`src/rtl/serial_adder_subtractor.sv`:
```
// Bit-serial adder/subtractor: consumes one operand pair LSB-first, one bit per clock,
// and presents the sum or difference with carry and signed overflow after WIDTH clocks.
module serial_adder_subtractor #(
   parameter int WIDTH = 4
) (
   input  logic             clk,
   input  logic             rst,
   input  logic             start,
   input  logic [WIDTH-1:0] a,
   input  logic [WIDTH-1:0] b,
   input  logic             k,
   output logic             busy,
   output logic             done,
   output logic [WIDTH-1:0] s,
   output logic             cout,
   output logic             ovf
);

   localparam int CW = $clog2(WIDTH);

   typedef enum logic [1:0] {
      IDLE,
      RUN,
      DONE
   } state_t;

   state_t           r_state;
   logic [WIDTH-1:0] r_a;
   logic [WIDTH-1:0] r_b;
   logic [WIDTH-1:0] r_res;
   logic             r_carry;
   logic [CW-1:0]    r_count;

   logic             w_sum;
   logic             w_carry;
   logic             w_last;

   assign w_sum   = r_a[0] ^ r_b[0] ^ r_carry;
   assign w_carry = (r_a[0] & r_b[0]) | (r_a[0] & r_carry) | (r_b[0] & r_carry);
   assign w_last  = (r_count == CW'(WIDTH - 1));

   // Subtraction is a + ~b + 1: b is inverted on entry and k seeds the carry.
   always_ff @(posedge clk or posedge rst) begin
      if (rst) begin
         r_state <= IDLE;
         r_a     <= '0;
         r_b     <= '0;
         r_res   <= '0;
         r_carry <= 1'b0;
         r_count <= '0;
         busy    <= 1'b0;
         done    <= 1'b0;
         s       <= '0;
         cout    <= 1'b0;
         ovf     <= 1'b0;
      end else begin
         case (r_state)
            IDLE, DONE: begin
               done <= 1'b0;
               if (start) begin
                  r_a     <= a;
                  r_b     <= b ^ {WIDTH{k}};
                  r_carry <= k;
                  r_count <= '0;
                  busy    <= 1'b1;
                  r_state <= RUN;
               end else begin
                  r_state <= IDLE;
               end
            end
            RUN: begin
               r_res   <= {w_sum, r_res[WIDTH-1:1]};
               r_a     <= r_a >> 1;
               r_b     <= r_b >> 1;
               r_carry <= w_carry;
               r_count <= r_count + CW'(1);
               // On the MSB, r_carry is the carry into it and w_carry the carry out.
               if (w_last) begin
                  s       <= {w_sum, r_res[WIDTH-1:1]};
                  cout    <= w_carry;
                  ovf     <= r_carry ^ w_carry;
                  busy    <= 1'b0;
                  done    <= 1'b1;
                  r_state <= DONE;
               end
            end
            default: begin
               busy    <= 1'b0;
               done    <= 1'b0;
               r_state <= IDLE;
            end
         endcase
      end
   end

endmodule

```
`config.mk`:
```
export PLATFORM = sky130hd
export DESIGN_NAME = serial_adder_subtractor
export DESIGN_NICKNAME = d
export VERILOG_FILES = /design/src/rtl/serial_adder_subtractor.sv
export SDC_FILE = /design/constraint.sdc
export NUM_CORES = 1
export LEC_CHECK = 0
export CAP_MARGIN = 20
export CORE_UTILIZATION = 40
export CTS_CLUSTER_DIAMETER = 100
export CTS_CLUSTER_SIZE = 30
export DETAILED_ROUTE_END_ITERATION = 16
export PLACE_DENSITY = 0.72
export SKIP_CTS_REPAIR_TIMING = 1
export SLEW_MARGIN = 15
export SYNTH_ARGS = -nofsm -noshare
export SYNTH_HDL_FRONTEND = slang
export SYNTH_SLANG_ARGS = --single-unit
export TNS_END_PERCENT = 50
```
`constraint.sdc`:
```
create_clock -name clk -period 1.4 [get_ports clk]
set_input_delay 0.28 -clock clk [delete_from_list [all_inputs] [get_ports clk]]
set_output_delay 0.28 -clock clk [all_outputs]
set_load 0.05 [all_outputs]
```
# After elaboration in Yosys (flattened, before gate mapping)
# Cells that the tools add are included.
# word_totals
register_bits	25
inputBits	12
out_inout_bits	8
word_cells	48
# op_classes
n_addsub	1
eq_ne	5
muxes	16
bitwise_logic	9
reduce_logical	6
# ops
cell	count
4-bit one-hot mux with 2 select lines	2
4-bit 2-to-1 mux	2
2-bit one-hot mux with 2 select lines	2
1-bit 2-to-1 mux	6
2-bit AND reduction	3
2-bit == test (second input constant)	2
2-bit 2-to-1 mux	2
2-bit inequality test (second input constant)	2
1-bit one-hot mux with 2 select lines	2
4-bit bitwise XOR	1
1-bit bitwise AND	3
1-bit bitwise XOR	3
2-bit by 1-bit adder with 2-bit output (second input constant)	1
2-bit by 1-bit == test with 1-bit output (second input constant)	1
2-bit logical NOT	1
1-bit bitwise OR	2
2-bit nonzero test	1
2-bit OR reduction	1

# Depth between registers and ports, before layout
# logic_depth
depth_word	4
ltp_mapped	5
mapped_depth_nobuf	4

# Worst setup path after synthesis
# Ideal clock, no wire load.
# synth_path
path_type	register to register
startpoint	register done (netlist name)
endpoint	register r_res[1]
setup_ns	0.125
arrival_time_ns	1.416
t_required_ns	1.275
setup_slack_ns	-0.140
stages_incl_launch_ff	4
n_path_buf	1
synth_period_minus_slack_ns	1.540
cell_sequence	dfrtp_1 and2b_4 buf_2 mux2_2
# synth_rtl
element	line_no	source
to (signal assigned)	72	r_res <= {w_sum, r_res[WIDTH-1:1]};
to (decl)	30	logic [WIDTH-1:0] r_res;

==> impl_results.md <==
* Status: complete, no violations
* Crit start category: flop
* Initial DRC Count at 8
* Final Cycle Share at 0.957
* Fmax at approximately 750 MHz
* Yosys reg bits at 23
* Final setup vio count at 0
* Post-Place Cells at around 120
* Row count at 17
* Total CTS buffers at 3
* Port buffer count at 19
* Worst IR Drop VDD at around 1600 uV
* Die Wd at between 50 and 60 um
* Final nets at roughly 120
* Drt pass-1 iters at 2
* R2R setup slack at about 0.060 ns
* Crit Path Class: flop to flop
* Clk sinks at 23
* Share of layout cells above drive strength 1 at 0.317
* Post-synthesis sequential area ratio at 0.584
* CTS clk-pin slew, worst paths at roughly 0.12 ns
* # diodes at 0
* Hold WC Path Type: primary input to async pin
* Initial Util at 0.433
* Pwr per Cell Area at 2490 nW/um2
* Minimum clock period at about 1.3 ns
* Ys async rst share at 1.00
* Max-cap violations at 0
* R2R cell count at 4
* R2R Path End: r_b[1]
* First-pass GRT wire length at ~3100 um
* Io pins at 20
* Clk_lat worst skew at 0.30 ns
* Root buffer cell: clkbuf_4
* Worst setup EP type: flop
* Pre-CTS setup slack at -0.195 ns
* Grt ovf at 0
* Maximum clock path buffer count at 2
* Routability cong. at roughly 0.71
* Final slew viol count at 0
* Reg-to-Reg Start: done
* Post-synth cell types at 20
* Layout Skew at 0.00175 ns
* Leakage power at between 0.6 and 0.7 nW
* Synth Area per Inst at about 13 um2
* Cell Count, Final, Fillers Out at roughly 130
* Most common flop cell mapped by yosys: dfrtp_1
* Drt drc at 0
* Worst Max-Slew Pin Slew at ~0.29 ns
* Storage element area at slightly below 600 um2
* Slew headroom at 0.807
* Vias in the first global route at 700
* Leading area contributor after synthesis: dfrtp_1
* # H-tree levels at 1
* FILL cells at around 180
* Cell Chain, Critical Path: and2b_4 -> nor2_2 -> buf_6 -> a221o_1
* Top cells by area, synth: dfrtp_1, mux2_2, a22o_1
* Initial antenna violation count at 0
* Syn nets at 88
* CTS tree: yes
* Die height at roughly 52 um
* Multi-input logic area at between 300 and 400 um2
* Worst path arrival time at between 1.5 and 2 ns
* Die ar. at ~2700 um2
* Worst EP required at between 1.5 and 2 ns
* Fin Setup TNS at 0 ns
* Final WL at 1720 um
* Antenna-violating nets left at 0
* Largest net degree at the start of global routing at 24
* Delay of the slowest critical-path stage at ~0.44 ns
* Share of the synthesized area in the top cell type at 0.584
* Vias at approximately 660
* CORE AREA at between 2000 and 2500 um2
* HPWL Detailed at about 1300 um
* Via density at a little over 5
* Ys Warns at 0
* CP Max Fanout at 11
* Final hold vios at 0
* Synth-to-Final Area Change at 37.8%
* Post-synth EDFFs at 0
* Fin worst setup slack at between 0.05 and 0.06 ns
* Slowest-stage cell, CP: dfrtp_2
* Cell Area, Synth at 986 um2
* Post-Syn Instances at between 70 and 80
* Routed wire per std cell at 13.4 um
* Total track usage at 0.163
==> cells in the mapped netlist (2+ instances only) <==
cell,count
buf_2,2
a21o_1,4
a22o_1,7
dfrtp_1,23
xnor2_1,4
a221o_1,3
mux2_2,9
nand2_1,3
inv_1,3
o21ai_0,3
nor2_1,4
==> where the power goes <==
| group | switching (mW) | total (mW) | internal, mW |
|---|---|---|---|
| combinational | 0.855 | 1.86 | 1.01 |
| clock | 0.181 | 0.292 | 0.111 |
| sequential | 0.251 | 1.23 | 0.982 |
==> worst max-delay path by stage <==
stage,start,endpoint,slack [ns],depth (start not counted)
finish,done,r_b[1],0.06,4
global route,done,r_b[1],-0.009,4
CTS,r_count[0],s[1],-0.01,3
detailed placement,start,r_b[1],-0.19,5
global placement,start,r_b[0],-0.16,5
floorplan,done,r_res[1],0.00002,3
==> final cells by class <==
class | instances | share of cell area
multi-input cells | 44 | 0.276
inverters | 3 | 0.00829
flip-flops and latches | 23 | 0.424
clock buffers | 4 | 0.0193
well taps | 28 | 0.0258
repair buffers | 27 | 0.246
==> stage by stage <==
stage | instance area (um2) | power [mW] | utilization | hold WS (ns)
after floorplan | 990 | 2.34 | - | 0.282
after global placement | 1320 | 3.02 | 0.578 | 0.467
after detailed placement | 1320 | 3.09 | 0.578 | 0.478
after CTS | 1340 | 3.39 | 0.590 | 0.312
after global routing | 1360 | 3.62 | 0.597 | 0.341
final | 1360 | 3.39 | 0.597 | 0.310
==> registers in the layout (all words and copies together) (netlist names) <==
signal	count
cout	1
r_b	4
r_res	3
r_state	1
busy	1
r_count	2
s	4
done	1
r_carry	1
r_a	4
ovf	1
==> critical path, delay by kind of cell (launching register included) <==
kind,cells,cell delay (ns)
buf+inv,1,0.14
compound gates,1,0.30
flops,1,0.44
simple gates,2,0.36
==> cell families (layout without fill, tap and decap cells) <==
group                    after synthesis  count (layout)  share of synthesized area
adder cells (fa/ha/maj)                2               2                     0.0330
flip-flops                            23              23                      0.584
XOR/XNOR                               5               5                     0.0444
AO/OA/AOI/OAI                         17              17                      0.138
AND/OR/NAND/NOR                       11              11                     0.0571
multiplexers                           9               9                      0.103
buffers and inverters                  7              34                     0.0406
==> per-layer routing <==
metal / routed length [um] / track usage
met1: 797 / 0.195
met3: 41 / 0.0351
met2: 876 / 0.275
met5: 0 / 0
met4: 8 / 0.0811
==> cells in the final DEF, fill, tap and decap left out <==
master | synthesis | final
a22o_1 | 7 | 7
and2b_4 | 1 | 1
buf_12 | 0 | 8
inv_1 | 3 | 3
xnor2_1 | 4 | 4
mux2_2 | 9 | 9
clkbuf_4 | 0 | 3
buf_6 | 1 | 1
a221o_1 | 3 | 3
fa_2 | 0 | 1
nand2_1 | 3 | 3
clkdlybuf4s50_1 | 0 | 11
nor2b_1 | 1 | 1
o21ai_0 | 3 | 3
nand3b_1 | 1 | 1
xor2_1 | 1 | 1
clkbuf_1 | 0 | 1
dfrtp_2 | 0 | 1
a21o_1 | 4 | 4
ha_1 | 1 | 1
nor2_2 | 0 | 1
nand2b_1 | 1 | 1
dfrtp_1 | 23 | 22
buf_4 | 1 | 7
nor2_1 | 4 | 3
Note: power is estimated with default switching activity, not from simulation.
==> RTL change 1, RTL diff (same flow settings) <==
Put one more register stage on the output `ovf`, with the module's reset. The value now appears one clock later. The other outputs are not delayed to match.
--- a/src/rtl/serial_adder_subtractor.sv
+++ b/src/rtl/serial_adder_subtractor.sv
@@ -23,6 +23,8 @@
       RUN,
       DONE
    } state_t;
+
+   logic ovf_s0;
 
    state_t           r_state;
    logic [WIDTH-1:0] r_a;
@@ -52,7 +54,7 @@
          done    <= 1'b0;
          s       <= '0;
          cout    <= 1'b0;
-         ovf     <= 1'b0;
+         ovf_s0  <= 1'b0;
       end else begin
          case (r_state)
             IDLE, DONE: begin
@@ -78,7 +80,7 @@
                if (w_last) begin
                   s       <= {w_sum, r_res[WIDTH-1:1]};
                   cout    <= w_carry;
-                  ovf     <= r_carry ^ w_carry;
+                  ovf_s0  <= r_carry ^ w_carry;
                   busy    <= 1'b0;
                   done    <= 1'b1;
                   r_state <= DONE;
@@ -93,5 +95,13 @@
       end
    end
 
+   always_ff @(posedge clk or posedge rst) begin
+      if (rst) begin
+         ovf <= '0;
+      end else begin
+         ovf <= ovf_s0;
+      end
+   end
+
 endmodule
 
Formal check against the unedited RTL: not equivalent (Yosys sat finds a counterexample within 10 cycles, from zero or initial values and one cycle with rst high).
==> RTL change 1 against the original RTL <==
- first-iteration DRC count stayed put
- sequential cell count is 1 higher
- hold slack lost 0.0076 ns
- cell area increased by 1.8%
- total power is 3.2% higher
- die area grew 2.5%
- maximum frequency rose by 0.69%
- synthesized area increased by 2.5%
- setup slack gained 0.0092 ns
- routed wire length increased by 6.7%
- clock skew hardly changed
- global-route usage fell by 0.29 points
==> RTL change 1: results (changes against the original RTL) <==
drt pass-1 iters 4 (+2); Worst EP arrival 1.53 ns (about the same); Yosys warning total 0 (unchanged); clock insertion delay at the later pin of the skew report 0.30 ns (about the same); total power 3495 uW (+3.2%); synth cell count leaders dfrtp_1, mux2_2, a22o_1; clk buf depth 2 (unchanged); drt first-iter violations 8 (unchanged); Port Buffers 19 (unchanged); Worst Tran Pin Value 0.2970 ns (+0.007464 ns); post-synthesis xor/xnor area fraction 4.332% (-0.11 points); routed vias/inst 5.023 (-1.7%); Peak VDD IR 1.476 mV (-8.1%); complex-gate fraction of the synthesized area 13.49% (-0.34 points); dpl ws -0.1964 ns (-0.001524 ns); share of synthesized area spent on multiplexers 10.02% (-0.25 points); Logic power comb 1850 uW; first-pass GRT wire length 3.105 mm (-0.42%); Yosys cell types 20 (unchanged); top_reg_cell synth dfrtp_1; initial antenna violation count 0 (unchanged); Antenna diodes 0 (unchanged); sequential area share after synthesis 59.41% (+1.0 points); wire per inst 14.26 um (+6.7%); Tot GR Track Use 15.99% (-0.29 points); share of cells above drive strength 1 30.69% (-0.99 points); largest net degree at the start of global routing 25 (+4.2%); Clock Power 350 uW (+20%); Final #Nets 116 (unchanged); vias in the first global route 709 (+1.3%); registers with the most flip-flops r_a x4, r_b x4, s x4; root buf cell clkbuf_4; leak pwr 0.0006545 uW (+2.3%); Fill cells 191 (+5.5%); worst-path maximum fanout 11 (unchanged); Synth Net Count 89 (+1.1%); status finished clean; estimated wirelength of the detail-placed design 1.411 mm (+7.1%); synth top area cells dfrtp_1, mux2_2, a22o_1; final clock skew 0.001938 ns (+0.0001844 ns); adder-cell share of the synthesized area 3.218% (-0.082 points); Sw Share 37.49% (-0.49 points); Final GP Congestion 0.7441 (+4.1%)
## RTL change 1: final cells by class
cell class	instances	share of cell area [%]
Multi-Input combinational cell	44	26.94
Sequential cell	24	43.49
Tap cell	28	2.532
Timing Repair Buffer	26	23.60
Clock buffer	4	2.622
Inverter	3	0.8137
## RTL change 1: per-layer routing
layer	part of all wire, %	GRT usage [%]	wire length [um]	vias to the layer above
li1	-	-	-	311
met1	43	18.81	789	327
met2	54	27.99	986	8
met3	1.8	1.739	34	2
met4	1.5	9.211	27	0
met5	0	0	0	-
## RTL change 1: final timing paths
| kind | start | endpoint | slack, ns | cells after the start |
|---|---|---|---|---|
| worst max register to register | done | r_b[2] | 0.07 | 4 |
| worst min-delay path | rst | busy | 0.30 | 3 |
| worst max-delay path | done | r_b[2] | 0.07 | 4 |
| min in group clk | ovf_s0 | ovf | 0.41 | 0 |
| max in group asynchronous | rst | done | 0.85 | 3 |
| worst min register to register | ovf_s0 | ovf | 0.41 | 0 |
## RTL change 1: through the flow
stage / hold slack (ns) / utilization, % / std cells / area [um^2]
4_1_cts: 0.3044 / 59.97 / 129 / 1378
3_3_place_gp: 0.3711 / 58.39 / 125 / 1341
3_5_place_dp: 0.3804 / 58.39 / 125 / 1341
2_1_floorplan: 0.2946 / - / 75 / 1015
6_report: 0.3024 / 60.24 / 129 / 1384
5_1_grt: 0.3170 / 60.24 / 129 / 1384
## RTL change 1: worst max-delay path: stages (launching register included)
cell	delay (ns)
dfrtp_2	0.45
and2b_4	0.26
nor2_1	0.04
buf_4	0.17
a221o_1	0.30
## RTL change 1: cell families after synthesis
kind of cell               Yosys count
xor gates and xnor gates             5
adders and majority gates            2
DFF                                 24
buffers and inverters                7
muxes                                9
AOI/OAI and AO/OA                   17
and+or+nand+nor                     11
==> RTL change 2, RTL diff (same flow settings) <==
Made on the original files. Change the parameter `WIDTH` from 4 to 2.
--- a/src/rtl/serial_adder_subtractor.sv
+++ b/src/rtl/serial_adder_subtractor.sv
@@ -1,7 +1,7 @@
 // Bit-serial adder/subtractor: consumes one operand pair LSB-first, one bit per clock,
 // and presents the sum or difference with carry and signed overflow after WIDTH clocks.
 module serial_adder_subtractor #(
-   parameter int WIDTH = 4
+   parameter int WIDTH = 2
 ) (
    input  logic             clk,
    input  logic             rst,
Ports: changed (resized a, b and s); port bits go from 20 to 14. The function was not compared with the original's and may differ.
==> RTL change 2 against the original RTL <==
- the flow now finishes with violations (DRC)
- routed wire length down 35%
- die area down 29%
- cell area down 31%
- count of clock-buffer cells in the layout unchanged
- sequential cell count down 8
- total power down 32%
- first-iteration DRC count down 25%
- synthesized area down 31%
- via count down 25%
- sequential share of layout area down 2.3 points
- hold slack worse by 0.020 ns
- cell count down 27%
- setup slack better by 0.035 ns
- maximum frequency up 2.7%
- largest cell class unchanged
==> RTL change 2: results (changes against the original RTL) <==
status finished with violations; violated checks DRC; Num CTS Buffers 3 (unchanged); placed instance count 90 (-27%); Async SR Flop Fraction 100.0% (unchanged); Hold Crit Class primary input to async pin; estimated wirelength of the detail-placed design 842.9 um (-36%); Post-synth EDFFs 0 (unchanged); clock insertion delay at the later pin of the skew report 0.28 ns (-0.02 ns); largest net degree at the start of global routing 16 (-33%); wire per inst 11.90 um (-11%); routed via count 494 (-25%); Yosys warning total 0 (unchanged); initial antenna violation count 0 (unchanged); Final #Nets 88 (-24%); Worst path slowest cell fa_1; drt pass-1 iters 10 (+8); vias in the first global route 470 (-33%); # H-tree levels 1 (unchanged); placed cell area 908.4 um^2 (-31%); Worst-path clk slew 0.09 ns (-0.03 ns); sequential area share after synthesis 54.84% (-3.5 points); Port Buffers 13 (-6); CP peak stage delay 0.50 ns (+0.06 ns); DRC viols 4 (+4); final clock skew 0.004140 ns (+0.002386 ns); Tot GR Track Use 14.87% (-1.4 points); final hold vios 0 (unchanged); Final min period 1.305 ns (-0.03532 ns); post-synthesis cell count 60 (-19%); Final GP Congestion 0.7932 (+11%); Int Pwr 1388 uW (-34%); drt first-iter violations 6 (-2); Worst EP arrival 1.47 ns (-0.06 ns); clk buf depth 2 (unchanged); Yosys cell types 25 (+25%); Antenna diodes 0 (unchanged); leak pwr 0.0004303 uW (-33%); worst hold slack 0.2899 ns (-0.02005 ns); Non-Filler Instances 94 (-27%); worst-path maximum fanout 2 (-9); root buf cell clkbuf_4; dpl ws -0.08896 ns (+0.1059 ns); Synth Net Count 69 (-22%); Worst R2R Setup Slack 0.1 ns (+0.04 ns); Max-Slew Margin vs Limit 83.91% (+3.2 points); Worst path top cell family by delay adder cells; synth cell count leaders dfrtp_1, o21ai_0, nor2_1, mux2_2, nand2_1; first-pass GRT wire length 2.021 mm (-35%); Peak VDD IR 1.759 mV (+9.6%); share of cells above drive strength 1 23.08% (-8.6 points); synth top area cells dfrtp_1, mux2_2, mux2i_1
## RTL change 2: kinds of logic after synthesis
| kind of cell | count (synthesis) | synth area share [%] |
|---|---|---|
| AO/OA/AOI/OAI | 12 | 11.34 |
| flip-flops | 15 | 54.84 |
| buffers and inverters | 5 | 3.473 |
| AND/OR/NAND/NOR | 17 | 12.62 |
| multiplexers | 7 | 10.97 |
| adder cells (fa/ha/maj) | 1 | 2.925 |
| XOR/XNOR | 3 | 3.840 |
## RTL change 2: final timing paths
path,cells after the start,endpoint,start
min in group clk,1,s[0],r_res[1]
max in group asynchronous,3,r_carry,rst
max reg2reg,2,r_res[1],r_a[0]
max,2,r_res[1],r_a[0]
min reg2reg,1,s[0],r_res[1]
min,3,busy,rst
## RTL change 2: power by group through the flow
| stage | Clock [uW] | Sequential [uW] | Combinational, uW |
|---|---|---|---|
| after floorplan | 0 | 1030 | 519 |
| after global placement | 0 | 842 | 1210 |
| after detailed placement | 0 | 845 | 1250 |
| after CTS | 252 | 839 | 1240 |
| after global routing | 282 | 876 | 1320 |
| final | 245 | 834 | 1230 |
## RTL change 2: area by class of cell
cell class	count	area (um^2)
clock buffer	4	26.28
inverter	2	7.507
tap	16	20.02
sequential	15	375.4
multi-input combinational	40	285.3
timing repair buffer	17	220.2
fill	131	624.3
## RTL change 2: routing by layer
| metal | wire length [um] | share of wire (%) | global-route usage (%) |
|---|---|---|---|
| met2 | 525 | 47 | 22.73 |
| met3 | 46 | 4.1 | 5.000 |
| met5 | 0 | 0 | 0 |
| met1 | 531 | 47 | 20.55 |
| met4 | 16 | 1.4 | 3.750 |
## RTL change 2: worst reg2reg max path: stages, from the launching register on
cell and delay [ns]:
dfrtp_1 0.42, fa_1 0.50, mux2_2 0.28
